[src/rtl/keypad_pkg.sv]
`default_nettype none
// +--------------------------------------------------------------------------+
// | Module   : keypad_pkg                                                    |
// | Purpose  : Shared key-code constants, debouncer state encoding and the   |
// |            one-hot key decoder used by the keypad entry controller.      |
// | Ports    : none (package)                                                |
// | Revision : 1.0  initial release                                          |
// +--------------------------------------------------------------------------+
package keypad_pkg;

  // Scanner one-hot codes for each physical key.
  localparam logic [15:0] KEY_0   = 16'h0008;
  localparam logic [15:0] KEY_1   = 16'h0080;
  localparam logic [15:0] KEY_2   = 16'h0040;
  localparam logic [15:0] KEY_3   = 16'h0020;
  localparam logic [15:0] KEY_4   = 16'h0800;
  localparam logic [15:0] KEY_5   = 16'h0400;
  localparam logic [15:0] KEY_6   = 16'h0200;
  localparam logic [15:0] KEY_7   = 16'h8000;
  localparam logic [15:0] KEY_8   = 16'h4000;
  localparam logic [15:0] KEY_9   = 16'h2000;
  localparam logic [15:0] KEY_CLR = 16'h0001;
  localparam logic [15:0] KEY_BS  = 16'h0002;
  localparam logic [15:0] KEY_ENT = 16'h0004;

  // Control-key identifiers carried in the value field of a decoded key.
  localparam logic [3:0] CTRL_CLR = 4'd0;
  localparam logic [3:0] CTRL_BS  = 4'd1;
  localparam logic [3:0] CTRL_ENT = 4'd2;

  typedef enum logic [1:0] {
    IDLE     = 2'd0,
    PRESS_DB = 2'd1,
    HELD     = 2'd2,
    REL_DB   = 2'd3
  } db_state_e;

  typedef struct packed {
    logic       is_digit;
    logic       is_ctrl;
    logic [3:0] value;
  } key_decode_t;

  // Unused keys and anything not in the map decode to all-zero (ignored).
  function automatic key_decode_t decode_key(input logic [15:0] code);
    key_decode_t d;
    d = '0;
    case (code)
      KEY_0:   begin d.is_digit = 1'b1; d.value = 4'd0; end
      KEY_1:   begin d.is_digit = 1'b1; d.value = 4'd1; end
      KEY_2:   begin d.is_digit = 1'b1; d.value = 4'd2; end
      KEY_3:   begin d.is_digit = 1'b1; d.value = 4'd3; end
      KEY_4:   begin d.is_digit = 1'b1; d.value = 4'd4; end
      KEY_5:   begin d.is_digit = 1'b1; d.value = 4'd5; end
      KEY_6:   begin d.is_digit = 1'b1; d.value = 4'd6; end
      KEY_7:   begin d.is_digit = 1'b1; d.value = 4'd7; end
      KEY_8:   begin d.is_digit = 1'b1; d.value = 4'd8; end
      KEY_9:   begin d.is_digit = 1'b1; d.value = 4'd9; end
      KEY_CLR: begin d.is_ctrl  = 1'b1; d.value = CTRL_CLR; end
      KEY_BS:  begin d.is_ctrl  = 1'b1; d.value = CTRL_BS;  end
      KEY_ENT: begin d.is_ctrl  = 1'b1; d.value = CTRL_ENT; end
      default: d = '0;
    endcase
    return d;
  endfunction

endpackage : keypad_pkg
`default_nettype wire

[src/rtl/keypad_entry_ctrl_debouncer.sv]
`default_nettype none
// +--------------------------------------------------------------------------+
// | Module   : keypad_debouncer                                              |
// | Purpose  : Press/release debouncer for the scanner one-hot vector.       |
// |            Emits a single-cycle accept on the edge a press becomes       |
// |            stable; held keys never re-trigger until a stable release.    |
// | Ports    : clk, rst_n (sync, active-low)                                 |
// |            onehot_i     [15:0] raw scanner vector                        |
// |            key_accept_o        accepted-press strobe (combinational)     |
// |            key_code_o   [15:0] latched code, valid with key_accept_o     |
// | Revision : 1.0  initial release                                          |
// +--------------------------------------------------------------------------+
module keypad_debouncer
  import keypad_pkg::*;
#(
  parameter int unsigned DEBOUNCE_CYCLES = 4,
  parameter int unsigned CNT_W           = 16
) (
  input  logic        clk,
  input  logic        rst_n,
  input  logic [15:0] onehot_i,
  output logic        key_accept_o,
  output logic [15:0] key_code_o
);

  localparam logic [CNT_W-1:0] CNT_DONE = CNT_W'(DEBOUNCE_CYCLES);
  localparam logic [CNT_W-1:0] CNT_ONE  = CNT_W'(1);

  db_state_e        state_q, state_d;
  logic [CNT_W-1:0] cnt_q, cnt_d;
  logic [15:0]      code_q, code_d;
  logic             sample_valid;
  logic [CNT_W-1:0] cnt_inc;

  // Exactly one bit set; multi-bit vectors are treated as "no key".
  assign sample_valid = (onehot_i != 16'h0) && ((onehot_i & (onehot_i - 16'd1)) == 16'h0);
  assign cnt_inc      = cnt_q + CNT_ONE;
  assign key_code_o   = code_q;

  always_ff @(posedge clk) begin
    if (!rst_n) begin
      state_q <= IDLE;
      cnt_q   <= '0;
      code_q  <= '0;
    end else begin
      state_q <= state_d;
      cnt_q   <= cnt_d;
      code_q  <= code_d;
    end
  end

  always_comb begin
    state_d      = state_q;
    cnt_d        = cnt_q;
    code_d       = code_q;
    key_accept_o = 1'b0;
    case (state_q)
      IDLE: begin
        if (sample_valid) begin
          code_d  = onehot_i;
          cnt_d   = CNT_ONE;
          state_d = PRESS_DB;
        end
      end
      PRESS_DB: begin
        if (!sample_valid) begin
          cnt_d   = '0;
          state_d = IDLE;
        end else if (onehot_i != code_q) begin
          code_d = onehot_i;
          cnt_d  = CNT_ONE;
        end else begin
          cnt_d = cnt_inc;
          // Action fires on the same edge the count completes.
          if (cnt_inc == CNT_DONE) begin
            key_accept_o = 1'b1;
            state_d      = HELD;
          end
        end
      end
      HELD: begin
        if (!sample_valid) begin
          cnt_d   = CNT_ONE;
          state_d = REL_DB;
        end
      end
      REL_DB: begin
        if (sample_valid) begin
          state_d = HELD;
        end else begin
          cnt_d = cnt_inc;
          if (cnt_inc == CNT_DONE) begin
            cnt_d   = '0;
            state_d = IDLE;
          end
        end
      end
      default: begin
        state_d = IDLE;
        cnt_d   = '0;
      end
    endcase
  end

endmodule : keypad_debouncer
`default_nettype wire

[src/rtl/keypad_entry_ctrl.sv]
`default_nettype none
// +--------------------------------------------------------------------------+
// | Module   : keypad_entry_ctrl                                             |
// | Purpose  : 3-digit BCD entry buffer driven by debounced keypad presses.  |
// |            Handles digit, clear, backspace and enter actions.            |
// | Ports    : clk, rst_n (sync, active-low)                                 |
// |            onehot      [15:0] scanner key vector                         |
// |            digits      [11:0] live buffer, [3:0] newest digit            |
// |            digit_count [1:0]  digits currently in buffer                 |
// |            entry_value [11:0] last committed value                       |
// |            entry_valid        one-cycle commit strobe                    |
// |            key_err            one-cycle rejected-action strobe           |
// | Revision : 1.0  initial release                                          |
// +--------------------------------------------------------------------------+
module keypad_entry_ctrl
  import keypad_pkg::*;
#(
  parameter int unsigned DEBOUNCE_CYCLES = 4,
  parameter int unsigned CNT_W           = 16
) (
  input  logic        clk,
  input  logic        rst_n,
  input  logic [15:0] onehot,
  output logic [11:0] digits,
  output logic [1:0]  digit_count,
  output logic [11:0] entry_value,
  output logic        entry_valid,
  output logic        key_err
);

  logic        key_accept;
  logic [15:0] key_code;
  key_decode_t key;

  logic [11:0] digits_q, digits_d;
  logic [1:0]  count_q, count_d;
  logic [11:0] value_q, value_d;
  logic        valid_q, valid_d;
  logic        err_q, err_d;

  keypad_debouncer #(
    .DEBOUNCE_CYCLES (DEBOUNCE_CYCLES),
    .CNT_W           (CNT_W)
  ) u_debouncer (
    .clk          (clk),
    .rst_n        (rst_n),
    .onehot_i     (onehot),
    .key_accept_o (key_accept),
    .key_code_o   (key_code)
  );

  assign key = decode_key(key_code);

  always_ff @(posedge clk) begin
    if (!rst_n) begin
      digits_q <= '0;
      count_q  <= '0;
      value_q  <= '0;
      valid_q  <= 1'b0;
      err_q    <= 1'b0;
    end else begin
      digits_q <= digits_d;
      count_q  <= count_d;
      value_q  <= value_d;
      valid_q  <= valid_d;
      err_q    <= err_d;
    end
  end

  always_comb begin
    digits_d = digits_q;
    count_d  = count_q;
    value_d  = value_q;
    valid_d  = 1'b0;
    err_d    = 1'b0;
    if (key_accept) begin
      if (key.is_digit) begin
        if (count_q != 2'd3) begin
          digits_d = {digits_q[7:0], key.value};
          count_d  = count_q + 2'd1;
        end else begin
          err_d = 1'b1;
        end
      end else if (key.is_ctrl) begin
        case (key.value)
          CTRL_CLR: begin
            digits_d = '0;
            count_d  = '0;
          end
          CTRL_BS: begin
            if (count_q != 2'd0) begin
              digits_d = {4'h0, digits_q[11:4]};
              count_d  = count_q - 2'd1;
            end else begin
              err_d = 1'b1;
            end
          end
          CTRL_ENT: begin
            if (count_q != 2'd0) begin
              value_d  = digits_q;
              valid_d  = 1'b1;
              digits_d = '0;
              count_d  = '0;
            end else begin
              err_d = 1'b1;
            end
          end
          default: ;
        endcase
      end
    end
  end

  assign digits      = digits_q;
  assign digit_count = count_q;
  assign entry_value = value_q;
  assign entry_valid = valid_q;
  assign key_err     = err_q;

endmodule : keypad_entry_ctrl
`default_nettype wire

[config.mk]
export PLATFORM = sky130hd
export DESIGN_NAME = keypad_entry_ctrl
export DESIGN_NICKNAME = d
export VERILOG_FILES = /design/src/rtl/keypad_pkg.sv /design/src/rtl/keypad_entry_ctrl_debouncer.sv /design/src/rtl/keypad_entry_ctrl.sv
export SDC_FILE = /design/constraint.sdc
export NUM_CORES = 1
export LEC_CHECK = 0
export CELL_PAD_IN_SITES_DETAIL_PLACEMENT = 2
export CELL_PAD_IN_SITES_GLOBAL_PLACEMENT = 2
export CORE_MARGIN = 2
export CORE_UTILIZATION = 37
export CTS_CLUSTER_SIZE = 40
export DETAILED_ROUTE_END_ITERATION = 8
export GPL_ROUTABILITY_DRIVEN = 0
export GPL_TIMING_DRIVEN = 0
export PLACE_DENSITY = 0.85
export SKIP_CTS_REPAIR_TIMING = 1
export SLEW_MARGIN = 20
export SYNTH_ARGS = -nofsm -noshare
export SYNTH_HDL_FRONTEND = slang
export SYNTH_SLANG_ARGS = --single-unit
[constraint.sdc]
create_clock -name clk -period 4.7 [get_ports clk]
set_clock_uncertainty 0.15 [all_clocks]
set_input_delay 0.94 -clock clk [delete_from_list [all_inputs] [get_ports clk]]
set_output_delay 0.94 -clock clk [all_outputs]
set_load 0.01 [all_outputs]
# [Yosys cells after proc, flatten, opt, wreduce, memory -nomap -nowiden]
# Cells that the tools add are included.
[op_classes] n_addsub=4 multipliers=0 div_mod_pow=0 magnitude_cmp=0 eq_ne=32 shift=0 mux=44 bitwise_logic=6 n_reduce_logical=21
[ops] cell="16-bit two-way mux" n=9
[ops] cell="16-bit one-hot mux with 4 select lines" n=1
[ops] cell="12-bit two-way mux" n=5
[ops] cell="12-bit one-hot mux with 3 select lines" n=1
[ops] cell="4-bit one-hot mux with 9 select lines" n=1
[ops] cell="16-bit by 3-bit == test with 1-bit output, second input constant" n=2
[ops] cell="16-bit one-hot mux with 2 select lines" n=1
[ops] cell="2-bit two-way mux" n=12
[ops] cell="16-bit by 1-bit adder with 16-bit output, second input constant" n=1
[ops] cell="16-bit bitwise AND" n=1
[ops] cell="16-bit by 1-bit == test with 1-bit output, second input constant" n=1
[ops] cell="16-bit by 10-bit == test with 1-bit output, second input constant" n=1
[ops] cell="16-bit by 11-bit == test with 1-bit output, second input constant" n=1
[ops] cell="16-bit by 12-bit == test with 1-bit output, second input constant" n=1
[ops] cell="16-bit by 14-bit == test with 1-bit output, second input constant" n=1
[ops] cell="16-bit by 15-bit == test with 1-bit output, second input constant" n=1
[ops] cell="16-bit == test, second input constant" n=1
[ops] cell="16-bit by 2-bit == test with 1-bit output, second input constant" n=1
[ops] cell="16-bit by 4-bit == test with 1-bit output, second input constant" n=1
[ops] cell="16-bit by 6-bit == test with 1-bit output, second input constant" n=1
[ops] cell="16-bit by 7-bit == test with 1-bit output, second input constant" n=1
[ops] cell="16-bit by 8-bit == test with 1-bit output, second input constant" n=1
[ops] cell="16-bit zero test" n=1
[ops] cell="16-bit != test" n=1
[ops] cell="other kinds (30)" n=59
[totals] ff_bits=62 latch_bits=0 ram_bits=0 romBits=0 inputBits=18 output_inout_bits=28 wordCells=115 n_memories=0

# [Longest topological paths before layout]
[logic_depth] word_depth=8 ltp_mapped=10 depth_no_buf=9

# [Cells and area by module]
# Synthesis repeated with hierarchy kept, for this count alone.
[unflattened] cells_unflattened=446 area_unflattened_um2=3871.2
[modules_own_cells] module="keypad_debouncer" n_inst=1 cells_each=253 area_each_um2=2168.3 seq_area_each_um2=680.7
[modules_own_cells] module="keypad_entry_ctrl" n_inst=1 cells_each=193 area_each_um2=1702.9 seq_area_each_um2=560.5

# [Least setup slack after synthesis]
# No wires, ideal clock.
[synth_timing] path_type="input to register" startpoint="input onehot[2]" endpoint="register u_debouncer.code_q[13] (netlist: u_debouncer.key_code_o[13])" setup_time_ps=128 t_arrival_ps=3180 required_time_ps=4422 path_slack_ps=1243 stages=8 path_buffers=1 path_cell_list="or4_4 or4_4 o31ai_4 nand4_4 nor2_4 buf_6 mux2i_1 nor2_1"
[synth_via] elab_chain_cells=6
[synth_lines] item="start: declaration" line="keypad_entry_ctrl.sv:23" rtl="input logic [15:0] onehot,"
[synth_lines] item="16-bit by 1-bit subtractor with 16-bit output" line="keypad_entry_ctrl_debouncer.sv:36" rtl="assign sample_valid = (onehot_i != 16'h0) && ((onehot_i & (onehot_i - 16'd1)) == 16'h0);"
[synth_lines] item="16-bit bitwise AND" line="keypad_entry_ctrl_debouncer.sv:36"
[synth_lines] item="16-bit zero test" line="keypad_entry_ctrl_debouncer.sv:36"
[synth_lines] item="1-bit logical AND" line="keypad_entry_ctrl_debouncer.sv:36"
[synth_lines] item="2-bit by 1-bit != test with 1-bit output (no line)"
[synth_lines] item="4-bit AND reduction (no line) (*)"
[synth_lines] item="end signal: assignment" line="keypad_entry_ctrl_debouncer.sv:48" rtl="code_q <= code_d;"
[synth_lines] item="end: declaration" line="keypad_entry_ctrl_debouncer.sv:31" rtl="logic [15:0] code_q, code_d;"
# Mark *: on every way between the ends. The rest lies on a longest branch, timed or not.
# A chain may end at the register's enable or synchronous reset.

# [Worst setup path after layout]
[layout_timing] startpoint="input onehot[3]" endpoint="register value_q[9] (netlist: entry_value[9])"
[layout_via] elab_chain_cells=7
[layout_lines] item="16-bit by 1-bit subtractor with 16-bit output" line="keypad_entry_ctrl_debouncer.sv:36"
[layout_lines] item="16-bit bitwise AND" line="keypad_entry_ctrl_debouncer.sv:36"
[layout_lines] item="16-bit zero test" line="keypad_entry_ctrl_debouncer.sv:36"
[layout_lines] item="1-bit logical AND" line="keypad_entry_ctrl_debouncer.sv:36"
[layout_lines] item="1-bit two-way mux (*)" line="keypad_entry_ctrl_debouncer.sv:66" rtl="if (!sample_valid) begin"
[layout_lines] item="1-bit two-way mux (*)" line="keypad_entry_ctrl_debouncer.sv:57" rtl="case (state_q)"
[layout_lines] item="5-bit AND reduction (no line) (*)"
[layout_lines] item="end signal: assignment" line="keypad_entry_ctrl.sv:64" rtl="value_q <= value_d;"
[layout_lines] item="end: declaration" line="keypad_entry_ctrl.sv:37" rtl="logic [11:0] value_q, value_d;"
# Marked as above.

==> impl_metrics.py <==
metrics = {
    "cts": {
        "clock_path_buffers": 2,
        "htree_levels": 3,
        "clock_sinks": 62,
        "root_buffer": "clkbuf_8",
        "cts_tree": "done",
        "cts.clk_slew.worst_paths_ns": 0.07,
        "cts_made_buffers": 9,
        "clkLatencyLatePin_ns": 0.35,
    },
    "worst_setup_path": {
        "required_ns": 4.82,
        "reg2reg_setup_slack_ns": 1.34,
        "reg2reg_to": "digits[0]",
        "critical_path_class": "in2reg",
        "cp.arrival_ns": 4.06,
        "r2r_cells": 10,
        "worstPathCellList": "clkdlybuf4s50_1 > or4_4 > or4_4 > o31ai_4 > nand4_4 > nor3_2 > buf_4 > mux2i_1",
        "crit_path_start_kind": "primary input",
        "crit_path_end_kind": "register",
        "critPathSlowestCell": "or4_4",
        "r2r_start": "u_debouncer.cnt_q[10]",
        "cpPeakStageDelay_ns": 0.61,
        "path_common_cell": "or4_4",
        "path_max_fanout": 10,
    },
    "synthesis": {
        "yosys_warnings": 0,
        "netlist_area_um2": 3820,
        "synthTopCellsByArea": "dfxtp_1 33%, mux2i_1 11%, nand2_1 5.6%",
        "synth_area_leader_cell": "dfxtp_1",
        "seq_area_frac_synth_pct": 32.5,
        "synth-main-ff-cell": "dfxtp_1",
        "ys_seq_elements": 62,
        "syn_area_per_cell_um2": 8.46,
        "ys_async_sr_fraction_pct": 0,
        "yosysUniqueCellTypes": 68,
        "synth_edf_count": 0,
        "synth_top_area_share_pct": 32.5,
        "syn-num-nets": 472,
        "synth_cells": 451,
    },
    "final_layout": {
        "fin_nets": 524,
        "area_growth_pct": 20.6,
        "final_common_cell": "dfxtp_1",
        "final_cell_mix": "62 x dfxtp_1, 57 x nand2_1, 43 x mux2i_1, 41 x nor2_1, 41 x clkdlybuf4s50_1",
        "num_antenna_cells": 0,
        "finish.utilization_pct": 45.2,
        "drive_above_1_share_pct": 9.86,
        "num-fill-cells": 1175,
    },
    "floorplanning": {
        "io_pins": 46,
        "die_h_um": 106,
        "start_util_pct": 37.5,
        "rows": 37,
        "core_um2": 10200,
        "die_w_um": 106,
        "dieArea_um2": 11100,
    },
    "hold_path": {
        "hold_path_depth": 2,
        "hold_path.startpoint": "entry_value[5]",
        "min_path_type": "reg2reg",
        "hold_end": "entry_value[5]",
    },
    "sta": {
        "worstMarginPinSlew_ns": 0.654,
        "rsz0062_at_grt": "no",
        "min_period_ns": 3.93,
        "setup_tns_ns": 0,
        "finalHoldViolations": 0,
        "period_share_pct": 83.7,
        "fin_ws_ns": 0.767,
        "final-max-slew-violation-count": 0,
        "fmax_mhz": 254,
        "setup_viol": 0,
        "max_slew_margin_pct": 56.0,
    },
    "global_routing": {
        "grt.total_usage_pct": 24.4,
        "grt_max_degree": 11,
        "antenna_found_initial": 0,
        "grt_pass1_vias": 4109,
        "grt_overflow": 0,
        "grt_first_pass_wirelength_um": 21600,
    },
    "flow_run": {
        "drv_cap": 0,
    },
    "status": {
        "status": "completed",
    },
    "power": {
        "p_leak_nw": 1.55,
        "ir_worst_vdd_mv": 0.131,
        "power_mw": 1.09,
        "powerDensity_nw_per_um2": 238,
    },
    "route": {
        "vias": 3625,
        "antenna_violating_nets_post_route": 0,
        "drt_wl_total_um": 12800,
        "first_pass_iters": 4,
        "wl_per_cell_um": 20.0,
        "vias_per_cell": 5.64,
        "drc_errors": 0,
        "drtIter0Drc": 126,
    },
    "place": {
        "portBuffers": 41,
        "hpwl_um": 9260,
        "place_ws_ns": 0.369,
    },
}
sequential cells by signal (all words and copies together) (netlist names), named ones only:
| name | flops |
|---|---|
| u_debouncer.cnt_q | 16 |
| u_debouncer.key_code_o | 16 |
| digits | 12 |
| entry_valid | 1 |
| entry_value | 12 |
| u_debouncer.state_q | 1 |
| digit_count | 2 |
| key_err | 1 |
synth_stat cells, drive strengths merged (2+ instances only):
| cell type | count |
|---|---|
| clkbuf | 19 |
| nand3 | 17 |
| nand2 | 57 |
| nor3 | 18 |
| nor4 | 11 |
| o31ai | 5 |
| inv | 11 |
| buf | 6 |
| a31o | 2 |
| or3 | 7 |
| a211o | 3 |
| xor2 | 4 |
| dfxtp | 62 |
| and4 | 2 |
| mux2 | 2 |
| nor3b | 8 |
| or2 | 4 |
| nor2 | 42 |
| nand4 | 8 |
| a21o | 8 |
| a311o | 2 |
| o211ai | 5 |
| a32oi | 2 |
| or3b | 2 |
| o21ai | 16 |
| or4 | 7 |
| a21oi | 9 |
| mux2i | 45 |
| a22o | 5 |
| a211oi | 4 |
| xnor2 | 19 |
| ha | 3 |
| nor2b | 4 |
| o21a | 4 |
| and3 | 9 |
power by group:
group          switching [mW]  total [mW]  internal (mW)
Combinational          0.0366      0.0589         0.0222
Clock                   0.225       0.510          0.285
Sequential         0.00000479       0.525          0.525
Total                   0.262        1.09          0.832
logic make-up after synthesis:
family	count (synthesis)	synth area share, %
AOI/OAI and AO/OA	76	15.0
adders and majority gates	4	1.25
xor gates and xnor gates	23	5.28
muxes	47	12.7
and+or+nand+nor	203	28.8
DFF	62	32.5
buffers and inverters	36	4.46
metrics by stage:
| stage | instances | hold WS [ns] | cell area, um2 |
|---|---|---|---|
| global placement | 628 | 0.296 | 4400 |
| CTS | 643 | 0.320 | 4610 |
| finish | 643 | 0.315 | 4610 |
| detailed placement | 628 | 0.303 | 4400 |
| floorplan | 451 | 0.316 | 3820 |
| global route | 643 | 0.344 | 4610 |
per-layer routing:
metal	share of wire, %	GRT usage (%)
met5	0	0
met4	1.1	6.11
met3	1.9	4.58
met2	53	44.8
met1	44	29.2
critical path, delay by kind of cell:
family,cells,cell delay [ns]
muxes,1,0.22
and+or+nand+nor,4,1.72
AOI/OAI and AO/OA,1,0.34
buffers and inverters,2,0.83
area by class of cell:
class	instances	area, um2	area share, %
multi-input cells	353	2410	52.2
repair buffers	41	410	8.91
well taps	136	170	3.69
plain buffers	25	129	2.80
clock inverters	3	42.5	0.924
clock buffers	12	165	3.59
inverters	11	41.3	0.896
flip-flops and latches	62	1240	26.9
worst max-delay path by stage:
stage | start | endpoint | slack (ns) | cells after the start
2_1_floorplan | onehot[2] | u_debouncer.key_code_o[13] | 1.24 | 8
3_3_place_gp | onehot[3] | u_debouncer.cnt_q[13] | 0.47 | 9
3_5_place_dp | onehot[3] | entry_value[3] | 0.37 | 8
4_1_cts | onehot[3] | entry_value[3] | 0.74 | 8
5_1_grt | onehot[3] | u_debouncer.key_code_o[7] | 0.64 | 9
6_report | onehot[3] | entry_value[9] | 0.77 | 8
Power figures use the tool's default switching activity.
